File: src/rtl/multicycle_control_unit_if.sv
// Data-bus request/ready handshake between the multi-cycle control unit
// (master) and the data memory (slave). busErr reports an aborted request.
interface multicycle_control_unit_if;
    logic busReq;
    logic busWe;
    logic busErr;
    logic busReady;

    modport master (
        output busReq,
        output busWe,
        output busErr,
        input  busReady
    );

    modport slave (
        input  busReq,
        input  busWe,
        input  busErr,
        output busReady
    );
endinterface

File: src/rtl/multicycle_control_unit.sv
// Sequencing FSM for the RV32I multi-cycle datapath. Every instruction runs
// FETCH -> DECODE -> execute/memory -> (writeback). Datapath strobes are Moore
// decodes of the state register and instrCode, forced to 0 while reset is high.
// The memory states qualify PCEn with busReady so a store or an abort retires
// in the same cycle the bus answers.
//
// Optional build macro BUS_TIMEOUT_EN: adds a wait counter that aborts a data
// access after TIMEOUT_CYCLES request cycles without busReady (busErr pulse,
// instruction skipped). Without it the FSM waits for busReady indefinitely.
//
// state  | meaning
// FETCH  | load instruction register
// DECODE | dispatch on opcode; unknown opcode retires here as a NOP
// R_EXE  | register-register ALU op, write back ALU result
// I_EXE  | register-immediate ALU op, write back ALU result
// B_EXE  | conditional branch compare
// LU_EXE | LUI, write back immExt
// AU_EXE | AUIPC, write back PC+imm
// J_EXE  | JAL, write back PC+4
// JL_EXE | JALR, write back PC+4, target based on RFData1
// S_MEM  | store request, held until busReady
// L_MEM  | load request, held until busReady
// L_WB   | write load data to register file
module multicycle_control_unit #(
    parameter int TIMEOUT_CYCLES = 16
) (
    input  logic                              clk,
    input  logic                              reset,
    input  logic [31:0]                       instrCode_i,
    output logic                              PCEn_o,
    output logic                              instrRegEn_o,
    output logic                              regFileWe_o,
    output logic [3:0]                        aluControl_o,
    output logic                              aluSrcMuxSel_o,
    output logic [2:0]                        RFWDSrcMuxSel_o,
    output logic                              branch_o,
    output logic                              jal_o,
    output logic                              jalr_o,
    multicycle_control_unit_if.master         bus
);

    typedef enum logic [3:0] {
        FETCH, DECODE, R_EXE, I_EXE, B_EXE, LU_EXE, AU_EXE,
        J_EXE, JL_EXE, S_MEM, L_MEM, L_WB
    } state_t;

    localparam logic [6:0] OP_R  = 7'b0110011;
    localparam logic [6:0] OP_I  = 7'b0010011;
    localparam logic [6:0] OP_L  = 7'b0000011;
    localparam logic [6:0] OP_S  = 7'b0100011;
    localparam logic [6:0] OP_B  = 7'b1100011;
    localparam logic [6:0] OP_LU = 7'b0110111;
    localparam logic [6:0] OP_AU = 7'b0010111;
    localparam logic [6:0] OP_J  = 7'b1101111;
    localparam logic [6:0] OP_JL = 7'b1100111;

    state_t     state_q;
    logic [6:0] opcode;
    logic [2:0] func3;
    logic       func7_b5;
    logic       in_mem;
    logic       timeout;
    logic       unused_instr_bits;

    assign opcode            = instrCode_i[6:0];
    assign func3             = instrCode_i[14:12];
    assign func7_b5          = instrCode_i[30];
    assign in_mem            = (state_q == S_MEM) || (state_q == L_MEM);
    assign unused_instr_bits = ^{instrCode_i[31], instrCode_i[29:15], instrCode_i[11:7]};

`ifdef BUS_TIMEOUT_EN
    localparam int CW = (TIMEOUT_CYCLES > 2) ? $clog2(TIMEOUT_CYCLES) : 1;

    logic [CW-1:0] wait_cnt_q;

    // busReady wins over a coinciding timeout, hence the !busReady term
    assign timeout = in_mem && !bus.busReady && (wait_cnt_q == CW'(TIMEOUT_CYCLES - 1));

    // Wait counter: held at 0 outside the memory states, so it starts at 0 on entry
    always_ff @(posedge clk) begin
        if (reset || !in_mem) begin
            wait_cnt_q <= '0;
        end else if (!bus.busReady) begin
            wait_cnt_q <= wait_cnt_q + 1'b1;
        end
    end
`else
    localparam int unused_timeout_cycles = TIMEOUT_CYCLES;

    assign timeout = 1'b0;
`endif

    // State register and next-state sequencing
    always_ff @(posedge clk) begin
        if (reset) begin
            state_q <= FETCH;
        end else begin
            case (state_q)
                FETCH:  state_q <= DECODE;
                DECODE: begin
                    case (opcode)
                        OP_R:    state_q <= R_EXE;
                        OP_I:    state_q <= I_EXE;
                        OP_L:    state_q <= L_MEM;
                        OP_S:    state_q <= S_MEM;
                        OP_B:    state_q <= B_EXE;
                        OP_LU:   state_q <= LU_EXE;
                        OP_AU:   state_q <= AU_EXE;
                        OP_J:    state_q <= J_EXE;
                        OP_JL:   state_q <= JL_EXE;
                        default: state_q <= FETCH;
                    endcase
                end
                S_MEM:  if (bus.busReady || timeout) state_q <= FETCH;
                L_MEM: begin
                    if (bus.busReady)  state_q <= L_WB;
                    else if (timeout)  state_q <= FETCH;
                end
                default: state_q <= FETCH;
            endcase
        end
    end

    // Output decode from the state register; everything is 0 while reset is high
    always_comb begin
        PCEn_o          = 1'b0;
        instrRegEn_o    = 1'b0;
        regFileWe_o     = 1'b0;
        aluControl_o    = 4'b0000;
        aluSrcMuxSel_o  = 1'b0;
        RFWDSrcMuxSel_o = 3'd0;
        branch_o        = 1'b0;
        jal_o           = 1'b0;
        jalr_o          = 1'b0;
        bus.busReq      = 1'b0;
        bus.busWe       = 1'b0;
        bus.busErr      = 1'b0;
        if (!reset) begin
            case (state_q)
                FETCH:  instrRegEn_o = 1'b1;
                DECODE: begin
                    case (opcode)
                        OP_R, OP_I, OP_L, OP_S, OP_B,
                        OP_LU, OP_AU, OP_J, OP_JL: PCEn_o = 1'b0;
                        default:                   PCEn_o = 1'b1;
                    endcase
                end
                R_EXE: begin
                    PCEn_o       = 1'b1;
                    regFileWe_o  = 1'b1;
                    aluControl_o = {func7_b5, func3};
                end
                I_EXE: begin
                    PCEn_o         = 1'b1;
                    regFileWe_o    = 1'b1;
                    aluSrcMuxSel_o = 1'b1;
                    // only the shift-right pair uses bit 30 to pick SRAI over SRLI
                    aluControl_o   = (func3 == 3'b101) ? {func7_b5, func3} : {1'b0, func3};
                end
                B_EXE: begin
                    PCEn_o       = 1'b1;
                    branch_o     = 1'b1;
                    aluControl_o = {1'b0, func3};
                end
                LU_EXE: begin
                    PCEn_o          = 1'b1;
                    regFileWe_o     = 1'b1;
                    RFWDSrcMuxSel_o = 3'd2;
                end
                AU_EXE: begin
                    PCEn_o          = 1'b1;
                    regFileWe_o     = 1'b1;
                    RFWDSrcMuxSel_o = 3'd3;
                end
                J_EXE: begin
                    PCEn_o          = 1'b1;
                    jal_o           = 1'b1;
                    regFileWe_o     = 1'b1;
                    RFWDSrcMuxSel_o = 3'd4;
                end
                JL_EXE: begin
                    PCEn_o          = 1'b1;
                    jal_o           = 1'b1;
                    jalr_o          = 1'b1;
                    regFileWe_o     = 1'b1;
                    RFWDSrcMuxSel_o = 3'd4;
                    aluSrcMuxSel_o  = 1'b1;
                end
                S_MEM: begin
                    bus.busReq     = 1'b1;
                    bus.busWe      = 1'b1;
                    aluSrcMuxSel_o = 1'b1;
                    PCEn_o         = bus.busReady || timeout;
                    bus.busErr     = timeout;
                end
                L_MEM: begin
                    bus.busReq     = 1'b1;
                    aluSrcMuxSel_o = 1'b1;
                    PCEn_o         = timeout;
                    bus.busErr     = timeout;
                end
                L_WB: begin
                    PCEn_o          = 1'b1;
                    regFileWe_o     = 1'b1;
                    RFWDSrcMuxSel_o = 3'd1;
                end
                default: ;
            endcase
        end
    end

endmodule

File: src/flat_wrapper.sv
// flat-port wrapper written by rule: the top's interface ports become plain ports
module multicycle_control_unit_flat 
#(
    parameter int TIMEOUT_CYCLES = 16
)
  (clk, reset, instrCode_i, PCEn_o, instrRegEn_o, regFileWe_o, aluControl_o, aluSrcMuxSel_o, RFWDSrcMuxSel_o, branch_o, jal_o, jalr_o, bus_busReq, bus_busWe, bus_busErr, bus_busReady);
  multicycle_control_unit_if bus_i ();
  input  logic clk;
  input  logic reset;
  input  logic [31:0] instrCode_i;
  output logic PCEn_o;
  output logic instrRegEn_o;
  output logic regFileWe_o;
  output logic [3:0] aluControl_o;
  output logic aluSrcMuxSel_o;
  output logic [2:0] RFWDSrcMuxSel_o;
  output logic branch_o;
  output logic jal_o;
  output logic jalr_o;
  output wire logic [$bits(bus_i.busReq)-1:0] bus_busReq;
  output wire logic [$bits(bus_i.busWe)-1:0] bus_busWe;
  output wire logic [$bits(bus_i.busErr)-1:0] bus_busErr;
  input wire logic [$bits(bus_i.busReady)-1:0] bus_busReady;
  assign bus_busReq = bus_i.busReq;
  assign bus_busWe = bus_i.busWe;
  assign bus_busErr = bus_i.busErr;
  assign bus_i.busReady = bus_busReady;
  multicycle_control_unit #(.TIMEOUT_CYCLES(TIMEOUT_CYCLES)) u_core (.clk(clk), .reset(reset), .instrCode_i(instrCode_i), .PCEn_o(PCEn_o), .instrRegEn_o(instrRegEn_o), .regFileWe_o(regFileWe_o), .aluControl_o(aluControl_o), .aluSrcMuxSel_o(aluSrcMuxSel_o), .RFWDSrcMuxSel_o(RFWDSrcMuxSel_o), .branch_o(branch_o), .jal_o(jal_o), .jalr_o(jalr_o), .bus(bus_i));
endmodule
File: config.mk
export PLATFORM = sky130hd
export DESIGN_NAME = multicycle_control_unit_flat
export DESIGN_NICKNAME = d
export VERILOG_FILES = /design/src/rtl/multicycle_control_unit_if.sv /design/src/rtl/multicycle_control_unit.sv /design/src/flat_wrapper.sv
export SDC_FILE = /design/constraint.sdc
export NUM_CORES = 1
export LEC_CHECK = 0
export ABC_AREA = 0
export BUFFER_PORTS_ARGS = -buffer_cell sky130_fd_sc_hd__buf_4
export CORE_MARGIN = 2
export CORE_UTILIZATION = 35
export CTS_CLUSTER_DIAMETER = 30
export DETAILED_ROUTE_END_ITERATION = 10
export GPL_ROUTABILITY_DRIVEN = 0
export PLACE_DENSITY = 0.85
export SETUP_SLACK_MARGIN = 0.02
export SYNTH_ARGS = -nofsm -noshare
export SYNTH_HDL_FRONTEND = slang
export SYNTH_SLANG_ARGS = --single-unit
File: constraint.sdc
create_clock -name clk -period 1.4 [get_ports clk]
set_input_delay 0.07 -clock clk [delete_from_list [all_inputs] [get_ports clk]]
set_output_delay 0.07 -clock clk [all_outputs]
set_load 0.02 [all_outputs]
==> results.json, run 1 <==
{
  "cp.depth": 6,
  "drtIter0Drc": 5,
  "floorplan.rows": 15,
  "final_common_cell": "buf_4",
  "antenna_left": 0,
  "largest_register_ffs": 4,
  "die_h_um": 46.03,
  "fillers": 146,
  "final.setup.worst_slack_ns": -0.04929,
  "layout_common_cells": "buf_4, nor2_1, buf_6",
  "drc": 0,
  "drt_wl_total_um": 1979,
  "grt_pass1_vias": 732,
  "powerDensity_nw_per_um2": 376.2,
  "cts-root-buf": "clkbuf_4",
  "worstSetupStartpointType": "flop",
  "grt_max_degree": 15,
  "cts_tree": "built",
  "dp_hpwl_um": 1336,
  "slowest_delay_ns": 0.37,
  "core_um2": 1689,
  "synth_cell_types": 43,
  "final.period_utilization": 1.035,
  "fmax_mhz": 690.0,
  "post_drt_wl_per_cell_um": 13.55,
  "period_needed_ns": 1.449,
  "clk_pin_slew_ns": 0.04,
  "port_buffers": 29,
  "dp.cells": 136,
  "area_growth_pct": 78.54,
  "path_delay_family": "flip-flops",
  "maxCapViolCount": 0,
  "syn_nets": 127,
  "yosys.area.top_type": "dfxtp_1",
  "overflow": 0,
  "cp.arrival_ns": 1.38,
  "worst_hold_slack_ns": 0.1366,
  "synth_edf_count": 0,
  "vias": 814,
  "grt_pass1_wl_um": 2884,
  "leakagePower_nw": 0.5084,
  "r2r_cells": 5,
  "first_pass_iters": 3,
  "fin_cells": 146,
  "cts_sinks": 4,
  "peakVddDrop_v": 0.0002523,
  "cts_hold_buf": 0,
  "die_area_um2": 2118,
  "status": "finished, violations left",
  "rsz0062_at_grt": "true",
  "synth-main-ff-cell": "dfxtp_1",
  "nets": 166,
  "start_util": 0.3659,
  "synthesis.area_um2": 618.1,
  "seq_area_frac_synth": 0.1296,
  "required_ns": 1.33,
  "critPathSlowestCell": "dfxtp_4",
  "die_w_um": 46.03,
  "hold_violations": 0,
  "synth.ff_latch_count": 4,
  "clock_path_buffers": 2,
  "antenna_cells": 0,
  "hold_class": "in2reg",
  "insertion_delay_ns": 0.23,
  "syn_area_per_cell_um2": 6.718,
  "critPathKind": "reg2out",
  "cp_cell_sequence": "buf_6 > nor2_4 > a21boi_2 > o22a_1 > nor2_1 > buf_4",
  "yosys_warnings": 0,
  "cts_made_buffers": 3,
  "via_per_inst": 5.575,
  "worst_hold_path.num_cells": 2,
  "violations": "negative setup slack",
  "skew_ns": 0.0002721,
  "regMostFlops": "u_core.state_q",
  "end_kind": "primary output",
  "crit_buf_inv": 2,
  "synthArstFlopShare": 0,
  "syn_inst": 92,
  "htree_levels": 1,
  "num_io_pins": 52,
  "grt_usage": 0.1796,
  "synth_top_area_frac": 0.1296,
  "setup_viol_count_final": 10,
  "final_max_slew_viol_count": 0,
  "reg_top3": "u_core.state_q (4)",
  "final_layout_size_suffix_gt1_frac": 0.5814,
  "antenna_found_initial": 0,
  "worstPathMaxFanout": 7,
  "yosys-top-cells-area": "dfxtp_1, nor2_1, a21oi_1"
}
==> synth_stat cells (all sizes together), types with 3 or more instances <==
| cell type | n |
|---|---|
| a21oi | 8 |
| and3 | 3 |
| buf | 5 |
| dfxtp | 4 |
| inv | 3 |
| nand2 | 4 |
| nand2b | 6 |
| nand3 | 3 |
| nor2 | 15 |
| nor3 | 6 |
==> final timing paths <==
kind                                                      from                              to  slack, ns
worst max-delay path            u_core.state_q[1]$_SDFFE_PP0P_                     regFileWe_o      -0.05
worst min-delay path                                     reset  u_core.state_q[3]$_SDFFE_PP0P_       0.14
worst max register to register  u_core.state_q[0]$_SDFFE_PP0P_  u_core.state_q[0]$_SDFFE_PP0P_       0.14
worst min register to register  u_core.state_q[3]$_SDFFE_PP0P_  u_core.state_q[3]$_SDFFE_PP0P_       0.63
==> logic make-up after synthesis <==
logic type | count (synthesis) | synth area share
multiplexers | 1 | 0.01619
AO/OA/AOI/OAI | 23 | 0.2611
XOR/XNOR | 1 | 0.01417
adder cells (fa/ha/maj) | 1 | 0.01619
flip-flops | 4 | 0.1296
AND/OR/NAND/NOR | 52 | 0.4798
other | 1 | 0.006067
buffers and inverters | 9 | 0.07691
==> final cells by class <==
cell class                 instances  area, um2  area share
inverter                           3      11.26     0.01020
multi-input combinational         79      619.3      0.5612
tap                               17      21.27     0.01927
timing repair buffer              40      334.1      0.3027
sequential                         4      95.09     0.08617
clock buffer                       3      22.52     0.02041
==> metal layers <==
layer  vias to the layer above  share of wire  wire length [um]  track usage
met3                         0          0.057               113      0.02778
met4                         0              0                 0      0.04571
li1                        408              -                 -            -
met1                       379           0.38               757       0.1906
met2                        27           0.56              1108       0.3556
met5                         -              0                 0            0
==> repair_timing <==
item	CTS	global route
endpoints found under the setup margin	16	15
setup buffers	6	1
cloned	0	0
resized for setup	20	27
pin swaps	6	10
==> stage by stage <==
step | setup TNS, ns | instance area (um2) | worst slack, ns | power, mW | util
6_report | -0.2383 | 1104 | -0.04929 | 0.4151 | 0.6533
5_1_grt | -0.7063 | 1104 | -0.09254 | 0.4383 | 0.6533
4_1_cts | -0.1310 | 983.4 | -0.04278 | 0.4065 | 0.5822
3_5_place_dp | 0 | 858.3 | 0.05590 | 0.2505 | 0.5081
3_3_place_gp | 0 | 858.3 | 0.1117 | 0.2469 | 0.5081
2_1_floorplan | 0 | 625.6 | 0.03051 | 0.1926 | -
==> where the power goes <==
part           switching [mW]  internal, mW
registers             0.00340         0.112
clock network          0.0431        0.0956
logic                  0.0828        0.0786
total                   0.129         0.286
Note: power is estimated with default switching activity, not from simulation.
==> inputs of run 2 (changes only) <==
--- a/config.mk
+++ b/config.mk
@@ -7,3 +7,3 @@
 export LEC_CHECK = 0
-export ABC_AREA = 0
+export ABC_AREA = 1
 export BUFFER_PORTS_ARGS = -buffer_cell sky130_fd_sc_hd__buf_4
@@ -14,4 +14,5 @@
 export GPL_ROUTABILITY_DRIVEN = 0
-export PLACE_DENSITY = 0.85
+export PLACE_DENSITY = 0.86
 export SETUP_SLACK_MARGIN = 0.02
+export SLEW_MARGIN = 5
 export SYNTH_ARGS = -nofsm -noshare
==> constraint.sdc (replaced) <==
create_clock -name clk -period 1.4 [get_ports clk]
set_input_delay 0.14 -clock clk [delete_from_list [all_inputs] [get_ports clk]]
set_output_delay 0.14 -clock clk [all_outputs]
set_load 0.02 [all_outputs]
==> results.json, run 2 <==
{
  "largest_register_ffs": 4,
  "rsz0062_at_grt": "true",
  "peakVddDrop_v": 0.0003067,
  "critPathKind": "reg2out",
  "floorplan.rows": 14,
  "end_kind": "primary output",
  "synth-main-ff-cell": "dfxtp_1",
  "yosys-top-cells-area": "nand2_1, dfxtp_1, nand3_1",
  "synth_cell_types": 21,
  "grt_pass1_wl_um": 3063,
  "grt_usage": 0.2078,
  "final_max_slew_viol_count": 0,
  "cts_tree": "built",
  "antenna_left": 0,
  "syn_inst": 112,
  "synth_most_common_cell": "nand2_1",
  "final.period_utilization": 1.093,
  "hold_class": "in2reg",
  "seq_area_frac_synth": 0.1328,
  "syn_nets": 147,
  "yosys.area.top_type": "nand2_1",
  "htree_levels": 1,
  "synth.ff_latch_count": 4,
  "setup_tns_ns": -0.8663,
  "die_area_um2": 2071,
  "synthTopCellsByCount": "nand2_1, inv_1, nor2_1",
  "dr_wl_met2_um": 1171,
  "drc": 0,
  "nets": 188,
  "area_growth_pct": 66.80,
  "synthArstFlopShare": 0,
  "drt_wl_total_um": 2127,
  "violations": "negative setup slack",
  "regMostFlops": "u_core.state_q",
  "insertion_delay_ns": 0.24,
  "cts-root-buf": "clkbuf_4",
  "cp_common_cell": "inv_4",
  "fmax_mhz": 653.8,
  "final_util": 0.6453,
  "synth_top_area_frac": 0.1992,
  "period_needed_ns": 1.530,
  "cp.arrival_ns": 1.39,
  "slowest_delay_ns": 0.37,
  "clock_path_buffers": 2,
  "worstPathMaxFanout": 4,
  "port_buffers": 29,
  "worstSetupStartpointType": "flop",
  "required_ns": 1.26,
  "final.setup.worst_slack_ns": -0.1296,
  "setup_viol_count_final": 14,
  "overflow": 0,
  "power_mw": 0.4198,
  "core_um2": 1559,
  "leakagePower_nw": 0.5339,
  "top_layer_used": "met4",
  "fin_cells": 167,
  "clk_pin_slew_ns": 0.04,
  "post_drt_wl_per_cell_um": 12.74,
  "first_pass_iters": 4,
  "maxCapViolCount": 0,
  "vias": 868,
  "syn_area_per_cell_um2": 5.385,
  "grt_pass1_vias": 761,
  "cts_hold_buf": 0,
  "final_common_cell": "buf_4",
  "reg_top3": "u_core.state_q (4)",
  "met1Wirelength_um": 757,
  "critPathSlowestCell": "dfxtp_4",
  "dp.cells": 155,
  "cts_made_buffers": 3,
  "via_per_inst": 5.198,
  "drtIter0Drc": 18,
  "cp_cell_sequence": "inv_4 > nor2_4 > inv_4 > o21ai_4 > nor3_2 > a21oi_2 > buf_4",
  "skew_ns": 0.001935,
  "synthesis.area_um2": 603.1,
  "start_util": 0.3868,
  "grt_max_degree": 13,
  "final_layout_size_suffix_gt1_frac": 0.5232,
  "antenna_found_initial": 0,
  "num_io_pins": 52,
  "hold_violations": 0,
  "dp_hpwl_um": 1378,
  "dpl-instance-area_um2": 835.8,
  "synth_edf_count": 0,
  "cts_sinks": 4,
  "powerDensity_nw_per_um2": 417.3,
  "status": "finished, violations left",
  "die_h_um": 45.51,
  "antenna_cells": 0,
  "wl_met3_um": 145,
  "die_w_um": 45.51,
  "yosys_warnings": 0,
  "layout_common_cells": "buf_4, nand2_1, inv_1",
  "finalInstanceArea_um2": 1006
}
## run 2: changes by cell type after synthesis, moves of 3 or more
cell,change
and3_1,-3
nand2_1,+28
nand3_1,+8
nand2b_1,-6
nor2_1,-3
inv_2,+7
inv_1,+12
nor2_4,+4
## run 2: logic make-up after synthesis
family                 Yosys count  synth area share
AO/OA/AOI/OAI                   13            0.1349
buffers and inverters           24            0.1556
flip-flops                       4            0.1328
AND/OR/NAND/NOR                 70            0.5705
other                            1          0.006218
## run 2: cell type report
cell class	count	area, um2
Timing Repair Buffer	38	289.0
Inverter	22	87.58
Sequential cell	4	95.09
Fill cell	138	553.0
Tap cell	16	20.02
Clock buffer	3	22.52
Multi-Input combinational cell	84	491.7
## run 2: power breakdown
part | switching [mW] | internal, mW
Clock | 0.0484 | 0.0960
Sequential | 0.00819 | 0.112
Combinational | 0.0861 | 0.0689
## run 2: critical path: cells and delay by family, from the launching register on
kind / cells / cell delay [ns]
flip-flops: 1 / 0.37
buffers and inverters: 3 / 0.26
AO/OA/AOI/OAI: 2 / 0.29
AND/OR/NAND/NOR: 2 / 0.22
## run 2: metal layers
metal / vias to the layer above / track usage
met3: 6 / 0.04365
met2: 55 / 0.3859
met4: 0 / 0.1235
li1: 425 / -
met5: - / 0
met1: 382 / 0.2071
## run 2: path summary, 6_finish.rpt
kind,cells after the start,startpoint,slack [ns],end
max,7,u_core.state_q[3]$_SDFFE_PP0P_,-0.13,PCEn_o
min,2,reset,0.17,u_core.state_q[1]$_SDFFE_PP0P_
max reg2reg,8,u_core.state_q[1]$_SDFFE_PP0P_,0.19,u_core.state_q[3]$_SDFFE_PP0P_
min reg2reg,4,u_core.state_q[0]$_SDFFE_PP0P_,0.67,u_core.state_q[2]$_SDFFE_PP0P_
## run 2: what timing repair did
action / CTS / global route
endpoints found under the hold margin: 0 / 0
resized for setup: 14 / 15
setup endpoints to repair: 15 / 14
pin swaps: 7 / 5
setup buffers: 4 / 5
## run 2: per-stage QoR
stage | setup WS (ns) | hold slack, ns
2_1_floorplan | -0.01010 | 0.3182
3_3_place_gp | 0.06506 | 0.4147
3_5_place_dp | 0.03143 | 0.4179
4_1_cts | -0.1004 | 0.1699
5_1_grt | -0.2007 | 0.1708
6_report | -0.1296 | 0.1741
==> inputs of run 3 (changes only) <==
--- a/config.mk
+++ b/config.mk
@@ -10,7 +10,6 @@
 export CORE_MARGIN = 2
-export CORE_UTILIZATION = 35
+export CORE_UTILIZATION = 37
 export CTS_CLUSTER_DIAMETER = 30
 export DETAILED_ROUTE_END_ITERATION = 10
-export GPL_ROUTABILITY_DRIVEN = 0
-export PLACE_DENSITY = 0.86
+export PLACE_DENSITY = 0.89
 export SETUP_SLACK_MARGIN = 0.02
==> constraint.sdc (replaced) <==
create_clock -name clk -period 1.4 [get_ports clk]
set_input_delay 0.07 -clock clk [delete_from_list [all_inputs] [get_ports clk]]
set_output_delay 0.07 -clock clk [all_outputs]
set_load 0.02 [all_outputs]
==> results.json, run 3 (synthesized netlist as in run 2, its figures left out) <==
{
  "floorplan.rows": 14,
  "die_area_um2": 1969,
  "port_buffers": 29,
  "required_ns": 1.33,
  "clock_path_buffers": 2,
  "cp.arrival_ns": 1.38,
  "end_kind": "primary output",
  "finalInstanceArea_um2": 958.4,
  "skew_ns": 0.006321,
  "insertion_delay_ns": 0.24,
  "drc": 0,
  "cts-root-buf": "clkbuf_4",
  "worst_hold_slack_ns": 0.08180,
  "antenna_left": 0,
  "core_um2": 1524,
  "regMostFlops": "u_core.state_q",
  "hold_class": "in2reg",
  "grt_pass1_vias": 682,
  "fillers": 137,
  "drt_wl_total_um": 1683,
  "dp_hpwl_um": 1298,
  "final_util": 0.6289,
  "area_growth_pct": 58.92,
  "cts_sinks": 4,
  "setup_tns_ns": -0.1955,
  "period_needed_ns": 1.447,
  "gp_congestion": 0.8460,
  "worstPathMaxFanout": 4,
  "leakagePower_nw": 0.5208,
  "htree_levels": 1,
  "grt_usage": 0.1790,
  "final_layout_size_suffix_gt1_frac": 0.4698,
  "start_util": 0.3957,
  "drtIter0Drc": 9,
  "antenna_found_initial": 0,
  "final_max_slew_viol_count": 0,
  "final_common_cell": "buf_4",
  "die_w_um": 44.37,
  "final.setup.worst_slack_ns": -0.04669,
  "maxCapViolCount": 0,
  "hold_violations": 0,
  "peakVddDrop_v": 0.0002598,
  "layout_common_cells": "buf_4, nand2_1, inv_1",
  "largest_register_ffs": 4,
  "grt_max_degree": 13,
  "nets": 186,
  "overflow": 0,
  "status": "finished, violations left",
  "vias": 799,
  "rsz0062_at_grt": "true",
  "reg_top3": "u_core.state_q (4)",
  "powerDensity_nw_per_um2": 420.5,
  "critPathKind": "reg2out",
  "dpl-instance-area_um2": 829.5,
  "first_pass_iters": 4,
  "clk_pin_slew_ns": 0.04,
  "final.period_utilization": 1.033,
  "violations": "negative setup slack",
  "via_per_inst": 4.842,
  "cts_made_buffers": 3,
  "num_io_pins": 52,
  "setup_viol_count_final": 7,
  "post_drt_wl_per_cell_um": 10.20,
  "r2r_slack_ns": 0.31,
  "grt_pass1_wl_um": 2553,
  "cts_tree": "built",
  "antenna_cells": 0,
  "worstSetupStartpointType": "flop",
  "fmax_mhz": 691.2,
  "die_h_um": 44.37
}
## run 3: changes by cell type in the layout (fill, tap and decap cells not counted), sizes merged
cell / change
buf: -2
## run 3: report_power, final
group          total (mW)  switching, mW  leakage [nW]  internal, mW
registers           0.119        0.00711        0.0355         0.112
logic               0.138         0.0754         0.471        0.0627
clock network       0.146         0.0496        0.0138        0.0960
total               0.403          0.132         0.521         0.271
## run 3: path summary, 6_finish.rpt
path                                   from                             end  cells past startpoint
min reg2reg  u_core.state_q[0]$_SDFFE_PP0P_  u_core.state_q[2]$_SDFFE_PP0P_                      4
min                                   reset  u_core.state_q[1]$_SDFFE_PP0P_                      2
max          u_core.state_q[3]$_SDFFE_PP0P_                     regFileWe_o                      7
max reg2reg  u_core.state_q[3]$_SDFFE_PP0P_  u_core.state_q[3]$_SDFFE_PP0P_                      8
## run 3: stage by stage
step | setup WS (ns) | instances | total power, mW
3_5_place_dp | 0.1074 | 155 | 0.2468
4_1_cts | -0.02343 | 161 | 0.3934
3_3_place_gp | 0.1496 | 155 | 0.2425
2_1_floorplan | 0.05012 | 112 | 0.1981
5_1_grt | -0.1407 | 165 | 0.4251
6_report | -0.04669 | 165 | 0.4030
## run 3: final cells by class
type	instances	area, um2	share of cell area
clock buffers	3	22.52	0.02350
inverters	22	85.08	0.08877
multi-input cells	84	465.4	0.4856
flip-flops and latches	4	95.09	0.09922
well taps	16	20.02	0.02089
repair buffers	36	270.3	0.2820
## run 3: critical path, cell delays in order, from the launching register on
cell and delay [ns]:
dfxtp_4 0.37, inv_2 0.05, nor2_4 0.17, inv_4 0.08
o21ai_4 0.16, nand2_1 0.08, o21ai_1 0.08, buf_4 0.15
## run 3: per-layer routing
| metal | vias up | GRT usage | share of wire |
|---|---|---|---|
| met1 | 336 | 0.1630 | 0.35 |
| met2 | 36 | 0.3441 | 0.54 |
| met4 | 0 | 0.1333 | 0.036 |
| met3 | 7 | 0.03265 | 0.071 |
| li1 | 420 | - | - |
| met5 | - | 0 | 0 |
## run 3: repair_timing
| item | in CTS | in global routing |
|---|---|---|
| setup endpoints to repair | 10 | 11 |
| endpoints found under the hold margin | 0 | 0 |
| gates resized for setup | 12 | 8 |
| pin swaps | 6 | 8 |
| hold buffers | 0 | 0 |
| buffers inserted | 3 | 4 |
